File: src/rtl/vga_frame_fetch_pkg.sv
// Shared constants and FSM encoding for the VGA scan-out fetch stage.
package vga_frame_fetch_pkg;

  localparam int unsigned DEF_ADDR_SIZE  = 8;
  localparam int unsigned DEF_REG_SIZE   = 8;
  localparam int unsigned DEF_FB_W       = 16;
  localparam int unsigned DEF_FB_H       = 16;
  localparam int unsigned DEF_FIFO_DEPTH = 8;

  typedef enum logic [1:0] {
    ST_IDLE  = 2'd0,
    ST_FETCH = 2'd1,
    ST_DRAIN = 2'd2
  } fetch_state_e;

endpackage

File: src/rtl/vga_frame_fetch_sync_fifo.sv
// Show-ahead synchronous FIFO with flush; head is read straight from registered storage.
module sync_fifo #(
  parameter int unsigned DEPTH = 8,
  parameter int unsigned WIDTH = 10
) (
  input  logic                       clk,
  input  logic                       reset,
  input  logic                       flush,
  input  logic                       push,
  input  logic [WIDTH-1:0]           wr_data,
  input  logic                       pop,
  output logic [WIDTH-1:0]           rd_data,
  output logic                       empty,
  output logic [$clog2(DEPTH+1)-1:0] count
);

  localparam int unsigned AW = $clog2(DEPTH);
  localparam int unsigned CW = $clog2(DEPTH + 1);

  logic [WIDTH-1:0] mem [DEPTH];
  logic [AW-1:0]    wr_ptr;
  logic [AW-1:0]    rd_ptr;
  logic             full;
  logic             do_push;
  logic             do_pop;

  assign empty   = (count == '0);
  assign full    = (count == CW'(DEPTH));
  assign do_pop  = pop && !empty;
  assign do_push = push && (!full || do_pop);
  // Gated to zero when empty so the head never shows stale storage.
  assign rd_data = empty ? '0 : mem[rd_ptr];

  always_ff @(posedge clk or negedge reset) begin
    if (!reset) begin
      wr_ptr <= '0;
      rd_ptr <= '0;
      count  <= '0;
    end else if (flush) begin
      wr_ptr <= '0;
      rd_ptr <= '0;
      count  <= '0;
    end else begin
      if (do_push) wr_ptr <= wr_ptr + AW'(1);
      if (do_pop)  rd_ptr <= rd_ptr + AW'(1);
      if (do_push && !do_pop)      count <= count + CW'(1);
      else if (!do_push && do_pop) count <= count - CW'(1);
    end
  end

  always_ff @(posedge clk) begin
    if (do_push && !flush) mem[wr_ptr] <= wr_data;
  end

  a_no_overflow: assert property (@(posedge clk) disable iff (!reset)
    !(push && full && !pop && !flush));

endmodule

File: src/rtl/vga_frame_fetch.sv
// Frame fetch: reads FB_W*FB_H pixels from shared memory per frame_start and streams them with eol/eof tags.
module vga_frame_fetch
  import vga_frame_fetch_pkg::*;
#(
  parameter int unsigned ADDR_SIZE  = DEF_ADDR_SIZE,
  parameter int unsigned REG_SIZE   = DEF_REG_SIZE,
  parameter int unsigned FB_W       = DEF_FB_W,
  parameter int unsigned FB_H       = DEF_FB_H,
  parameter int unsigned FIFO_DEPTH = DEF_FIFO_DEPTH
) (
  input  logic                 clk,
  input  logic                 reset,
  input  logic                 frame_start,
  input  logic [ADDR_SIZE-1:0] fb_base,
  output logic                 rd_req,
  output logic [ADDR_SIZE-1:0] rd_addr,
  input  logic                 rd_gnt,
  input  logic                 rd_valid,
  input  logic [REG_SIZE-1:0]  rd_data,
  output logic                 pix_valid,
  input  logic                 pix_ready,
  output logic [REG_SIZE-1:0]  pix_data,
  output logic                 pix_eol,
  output logic                 pix_eof,
  output logic                 busy,
  output logic [7:0]           underrun_cnt
);

  localparam int unsigned NPIX  = FB_W * FB_H;
  localparam int unsigned IDX_W = (NPIX > 1) ? $clog2(NPIX) : 1;
  localparam int unsigned COL_W = (FB_W > 1) ? $clog2(FB_W) : 1;
  localparam int unsigned CNT_W = $clog2(FIFO_DEPTH + 1);
  localparam int unsigned DSC_W = $clog2(2 * FIFO_DEPTH + 1);

  fetch_state_e         state;
  fetch_state_e         state_nxt;
  logic [ADDR_SIZE-1:0] base;
  logic [IDX_W-1:0]     idx;
  logic [COL_W-1:0]     col;
  logic [CNT_W-1:0]     outstanding;
  logic [CNT_W-1:0]     fifo_count;
  logic [DSC_W-1:0]     discard;
  logic [DSC_W-1:0]     stale_in;
  logic                 tag_eol;
  logic                 tag_eof;
  logic                 credit_ok;
  logic                 accept_gnt;
  logic                 last_gnt;
  logic                 push;
  logic                 pop;
  logic                 fifo_empty;
  logic [REG_SIZE+1:0]  head;

  assign credit_ok  = ((CNT_W+1)'(fifo_count) + (CNT_W+1)'(outstanding)) < (CNT_W+1)'(FIFO_DEPTH);
  assign accept_gnt = rd_req && rd_gnt;
  assign last_gnt   = accept_gnt && (idx == IDX_W'(NPIX - 1));
  assign rd_addr    = base + ADDR_SIZE'(idx);
  assign stale_in   = discard + DSC_W'(outstanding);
  // Returns still owed to an aborted frame are consumed by discard before any push.
  assign push       = rd_valid && !frame_start && (discard == '0) && (outstanding != '0);
  assign pop        = !fifo_empty && pix_ready;

  always_ff @(posedge clk or negedge reset) begin
    if (!reset) state <= ST_IDLE;
    else        state <= state_nxt;
  end

  always_comb begin
    state_nxt = state;
    if (frame_start) begin
      state_nxt = ST_FETCH;
    end else begin
      unique case (state)
        ST_FETCH: if (last_gnt) state_nxt = ST_DRAIN;
        ST_DRAIN: if (fifo_empty && (outstanding == '0)) state_nxt = ST_IDLE;
        default:  ;
      endcase
    end
  end

  always_comb begin
    busy   = (state != ST_IDLE);
    rd_req = (state == ST_FETCH) && credit_ok && !frame_start;
  end

  always_ff @(posedge clk or negedge reset) begin
    if (!reset) begin
      base         <= '0;
      idx          <= '0;
      col          <= '0;
      outstanding  <= '0;
      discard      <= '0;
      tag_eol      <= 1'b0;
      tag_eof      <= 1'b0;
      underrun_cnt <= '0;
    end else begin
      if (busy && pix_ready && fifo_empty && (underrun_cnt != 8'hFF))
        underrun_cnt <= underrun_cnt + 8'd1;

      if (frame_start) begin
        base        <= fb_base;
        idx         <= '0;
        col         <= '0;
        outstanding <= '0;
        discard     <= (rd_valid && (stale_in != '0)) ? stale_in - DSC_W'(1) : stale_in;
      end else begin
        if (accept_gnt) begin
          idx     <= idx + IDX_W'(1);
          col     <= (col == COL_W'(FB_W - 1)) ? '0 : col + COL_W'(1);
          // Data returns exactly one cycle after grant, so a single tag stage suffices.
          tag_eol <= (col == COL_W'(FB_W - 1));
          tag_eof <= (idx == IDX_W'(NPIX - 1));
        end
        if (rd_valid && (discard != '0)) discard <= discard - DSC_W'(1);
        unique case ({accept_gnt, push})
          2'b10:   outstanding <= outstanding + CNT_W'(1);
          2'b01:   outstanding <= outstanding - CNT_W'(1);
          default: ;
        endcase
      end
    end
  end

  sync_fifo #(
    .DEPTH(FIFO_DEPTH),
    .WIDTH(REG_SIZE + 2)
  ) u_fifo (
    .clk     (clk),
    .reset   (reset),
    .flush   (frame_start),
    .push    (push),
    .wr_data ({tag_eof, tag_eol, rd_data}),
    .pop     (pop),
    .rd_data (head),
    .empty   (fifo_empty),
    .count   (fifo_count)
  );

  assign pix_valid = !fifo_empty;
  assign {pix_eof, pix_eol, pix_data} = head;

endmodule

File: config.mk
export PLATFORM = sky130hd
export DESIGN_NAME = vga_frame_fetch
export DESIGN_NICKNAME = d
export VERILOG_FILES = /design/src/rtl/vga_frame_fetch_pkg.sv /design/src/rtl/vga_frame_fetch_sync_fifo.sv /design/src/rtl/vga_frame_fetch.sv
export SDC_FILE = /design/constraint.sdc
export NUM_CORES = 1
export LEC_CHECK = 0
export CAP_MARGIN = 20
export CELL_PAD_IN_SITES_DETAIL_PLACEMENT = 1
export CELL_PAD_IN_SITES_GLOBAL_PLACEMENT = 2
export CORE_ASPECT_RATIO = 1.75
export CORE_MARGIN = 2
export CORE_UTILIZATION = 41
export DETAILED_ROUTE_END_ITERATION = 10
export HOLD_SLACK_MARGIN = 0.02
export PLACE_DENSITY_LB_ADDON = 0.1
export SLEW_MARGIN = 20
export SYNTH_ARGS = -nofsm -noshare
export SYNTH_HDL_FRONTEND = slang
export SYNTH_SLANG_ARGS = --single-unit
export TNS_END_PERCENT = 30
File: constraint.sdc
create_clock -name clk -period 3.6 [get_ports clk]
set_clock_uncertainty 0.15 [all_clocks]
set_input_delay 0.72 -clock clk [delete_from_list [all_inputs] [get_ports clk]]
set_output_delay 0.72 -clock clk [all_outputs]
set_load 0.1 [all_outputs]
Word level (Yosys, flattened, before mapping) --
Memories as Yosys holds them, arrays and structs flattened. Cells that the tools add are included.
Storage, ports and cells: flip-flop bits (word level) 51, bits in writable memories 80, input port bits 22, memories 1
Memory list:
- u_fifo.mem | words 8, width 10, read ports 1, clocked after memory_dff 0, wr ports 1, line vga_frame_fetch_sync_fifo.sv:20 | logic [WIDTH-1:0] mem [DEPTH];
Operators by class: add/sub/neg operators 14, $lt $le $gt $ge 1, equality and inequality tests 10, mux-type cells 24, bitwise operators 1, reduce and logical (&&, ||, !) cells 41
Operators by type and width (number):
- two-way mux 4 bit | 7
- logical AND 1 bit | 19
- adder 8 x 1 -> 8 bit, second input constant | 2
- two-way mux 8 bit | 2
- two-way mux 5 bit | 3
- adder 4 x 1 -> 4 bit, second input constant | 3
- two-way mux 3 bit | 4
- two-way mux 10 bit | 1
- nonzero test 2 bit | 5
- nonzero test 5 bit | 2
- subtractor 5 x 1 -> 5 bit, second input constant | 2
- nonzero test 3 bit | 3
- adder 8 bit | 1
- == test 4 bit, second input constant | 2
- == test 8 bit, second input constant | 1
- zero test 4 bit | 2
- != test 8 bit, second input constant | 1
- one-hot mux 4 bit (2 select lines) | 1
- subtractor 4 x 1 -> 4 bit, second input constant | 2
- adder 3 x 1 -> 3 bit, second input constant | 2
- two-way mux 2 bit | 3
- != test 3 bit, second input constant | 2
- adder 4 x 4 -> 5 bit | 1
- adder 5 x 4 -> 5 bit | 1
- 12 further kinds | 19

Depth between registers and ports, before layout --
depth in word-level cells 11, depth in mapped cells 12, depth with buffers taken out 12

By module --
Synthesis repeated with hierarchy kept, for this count alone.
Second synthesis, totals: cells, all modules 473, area total of the unflattened synthesis 6346.1 um2
Modules (own cells, without submodules):
- sync_fifo | times used 1, cells an instance 206, area each 3774.9 um2, sequential area each 2652.5 um2
- vga_frame_fetch | times used 1, cells an instance 267, area each 2571.2 um2, sequential area each 1026.0 um2

Worst setup path after synthesis --
No wires, ideal clock.
path kind flip-flop to output port, start reg idx[1], end out rd_addr[7], arrival 2.617 ns, data required time 2.730 ns, path slack 0.113 ns, stages on the path, launching flop included 7, path buffers 0, cells stage by stage dfrtp_1 -> ha_1 -> a21o_1 -> a211oi_1 -> nor2_1 -> o41ai_1 -> xnor2_1
Between the ends: cells in the longest elaborated chain, start to end 1
Ends and longest elaborated chain:
- start, declared | line vga_frame_fetch.sv:38 | logic [IDX_W-1:0] idx;
- start signal, assigned | line vga_frame_fetch.sv:108 | idx <= idx + IDX_W'(1);
- adder 8 bit | line vga_frame_fetch.sv:57 | assign rd_addr = base + ADDR_SIZE'(idx);
- end, declared | line vga_frame_fetch.sv:16 | output logic [ADDR_SIZE-1:0] rd_addr,
No other way between the ends.

Worst setup path in the final report --
start reg base[1], end out rd_addr[7]
Between the ends: cells in the longest elaborated chain, start to end 1
Ends and longest elaborated chain:
- start, declared | line vga_frame_fetch.sv:37 | logic [ADDR_SIZE-1:0] base;
- start signal, assigned | line vga_frame_fetch.sv:101 | base <= fb_base;
- adder 8 bit | line vga_frame_fetch.sv:57
No other way between the ends.

==> results.sh <==
export IMPL_outcome="finished, final reports clean"
export IMPL_syn_area_per_cell_um2=13.2
export IMPL_slew_headroom=0.335
export IMPL_wl_um=14900
export IMPL_cts_sinks=131
export IMPL_p_clk_frac=0.301
export IMPL_netlist_instances=485
export IMPL_synthDistinctLibCells=57
export IMPL_grt_pass1_wl_um=24500
export IMPL_seq_power_share=0.325
export IMPL_clk_pin_slew_ps=70
export IMPL_tightest_slew_ps=995
export IMPL_grt_pass1_vias=4627
export IMPL_synth_top_cell_by_area="edfxtp_1"
export IMPL_nets=610
export IMPL_ys_ff_latch=131
export IMPL_ys_seq_area_frac=0.576
export IMPL_drv_slew=0
export IMPL_clockRootBuffer="clkbuf_16"
export IMPL_fillCellCount=1575
export IMPL_port_buffers=50
export IMPL_cts_tree="built"
export IMPL_hold_buffers=0
export IMPL_r2r_end="u_fifo.count[3]"
export IMPL_syn_cell_area_um2=6390
export IMPL_drt_iter0_drc=124
export IMPL_cts_htree_levels=4
export IMPL_viasPerCell=5.60
export IMPL_yosys_top_cells_count="80 x edfxtp_1, 51 x dfrtp_1, 40 x nand2_1, 36 x nor2_1, 27 x ha_1"
export IMPL_fmax_mhz=294
export IMPL_cp_end_kind="primary output"
export IMPL_rows=60
export IMPL_powerDensity_nw_per_um2=719
export IMPL_worstPathRequired_ps=2730
export IMPL_final_hold_violation_count=0
export IMPL_r2r_cells=12
export IMPL_ir_drop_uv=414
export IMPL_wire_per_inst_um=19.7
export IMPL_synth_area_leaders="edfxtp_1 38%, dfrtp_1 20%, mux4_2 7.0%"
export IMPL_globalplace_congestion=0.794
export IMPL_core_area_um2=15300
export IMPL_drive_above_1_share=0.216
export IMPL_grt_overflow=0
export IMPL_yosysWarnings=0
export IMPL_diodes=0
export IMPL_critPathLaunchType="flip-flop"
export IMPL_ios=51
export IMPL_power_internal_mw=3.39
export IMPL_multi_input_area_um2=2580
export IMPL_power_switching_mw=2.30
export IMPL_insertion_delay_ps=420
export IMPL_grt_use_total=0.192
export IMPL_vias=4234
export IMPL_crit_type="flip-flop to primary output"
export IMPL_hold_path_class="input pin to asynchronous set/reset pin"
export IMPL_seqCellArea_um2=3680
export IMPL_crit_fanout=2
export IMPL_drtPass1Iterations=4
export IMPL_antenna_found_initial=0
export IMPL_fin_ws_ps=201
export IMPL_drc=0
export IMPL_die_h_um=169
export IMPL_antenna_left=0
export IMPL_min_period_ps=3400
export IMPL_tns_ps=0
export IMPL_grt_start_max_net_pins=27
export IMPL_synth_edff_count=80
export IMPL_r2r_start="discard[1]"
export IMPL_crit_arrival_ps=2530
export IMPL_p_total_mw=5.68
export IMPL_p_leak_nw=3.13
export IMPL_clk_path_buf_depth=2
export IMPL_area_growth_syn_to_layout_pct=23.8
export IMPL_cap_viol_max_count=0
export IMPL_pwr_share_comb=0.373
export IMPL_start_util=0.417
export IMPL_die_w_um=98.4
export IMPL_synth_flop_cell="edfxtp_1"
export IMPL_die_area_um2=16600
export IMPL_rsz0062_at_grt="no"
export IMPL_dpl_hpwl_um=10700
export IMPL_numCtsBuffers=17
export IMPL_place_ws_ps=231
export IMPL_synthesis_nets=538
export IMPL_period_share=0.944
export IMPL_setup_viol=0
export IMPL_swShare=0.404
export IMPL_r2r_slack_ps=570
export IMPL_async_flop_share=0.389
export IMPL_yosysMostFrequentCell="edfxtp_1"
export IMPL_synth_top_area_frac=0.376
export IMPL_final_core_util=0.517
-- registers in the layout, summed over array words and instances (netlist names) --
signal / flops
tag_eof: 1
u_fifo.wr_ptr: 3
underrun_cnt: 8
tag_eol: 1
u_fifo.count: 4
discard: 5
state: 2
u_fifo.rd_ptr: 3
outstanding: 4
col: 4
u_fifo.mem: 80
idx: 8
base: 8
-- cells in the final DEF, fill, tap and decap left out, types with 16 or more instances in the layout --
cell type and count:
clkbuf_16 17, o21ai_0 18, nand2_1 40, clkdlybuf4s50_1 21, edfxtp_1 80, nand3_1 16, mux4_2 20, ha_1 27
nor2_1 36, buf_4 35, inv_1 20, dfrtp_1 51, xor2_1 18
-- logic make-up after synthesis --
logic type               Yosys count  synth area share
AND/OR/NAND/NOR                  140             0.113
flip-flops                       131             0.576
adder cells (fa/ha/maj)           31            0.0654
multiplexers                      42             0.107
buffers and inverters             39            0.0241
XOR/XNOR                          33            0.0452
AO/OA/AOI/OAI                     69            0.0699
-- area by class of cell --
cell class | count | share of cell area
sequential | 131 | 0.465
multi-input combinational | 315 | 0.326
timing repair buffer | 71 | 0.0958
clock buffer | 17 | 0.0538
tap | 186 | 0.0294
clock inverter | 15 | 0.0204
inverter | 21 | 0.00996
-- critical path, cell delays in order (launching register included) --
cell and delay, ps:
dfrtp_1 400, ha_1 290, a21o_1 200, a211oi_1 270, nor2_1 110, o41ai_1 400
xnor2_1 240, buf_12 220
-- stage by stage --
step,area (µm²),instances,hold slack (ps)
finish,7910,756,150
global route,7910,756,206
CTS,7910,756,167
detailed placement,7320,724,340
global placement,7320,724,337
floorplan,6390,485,274
-- how the worst max path moves through the flow --
stage | cells past startpoint | endpoint | from
CTS | 9 | rd_addr[6] | idx[0]
global route | 9 | rd_addr[6] | idx[0]
global placement | 10 | outstanding[3] | frame_start
finish | 7 | rd_addr[7] | base[1]
detailed placement | 10 | outstanding[3] | frame_start
floorplan | 6 | rd_addr[7] | idx[1]
-- power by group through the flow --
| stage | logic, mW | registers [mW] | clock network, mW |
|---|---|---|---|
| 6_report | 2.12 | 1.85 | 1.71 |
| 5_1_grt | 2.27 | 1.87 | 1.81 |
| 4_1_cts | 2.15 | 1.85 | 1.75 |
| 3_5_place_dp | 2.14 | 1.88 | 0 |
| 3_3_place_gp | 2.11 | 1.88 | 0 |
| 2_1_floorplan | 1.29 | 2.08 | 0 |
-- metal layers --
layer  part of all wire  track usage  up-vias
met3              0.022       0.0346       19
met5                  0            0        -
met2               0.59        0.371       65
li1                   -            -     1961
met1               0.37        0.207     2189
met4              0.016       0.0667        0
-- what timing repair did --
item | in CTS | in global routing
gates resized for setup | 0 | 2
endpoints found under the setup margin | 0 | 1
buffers inserted | 0 | 0
Note: power is estimated with default switching activity, not from simulation.
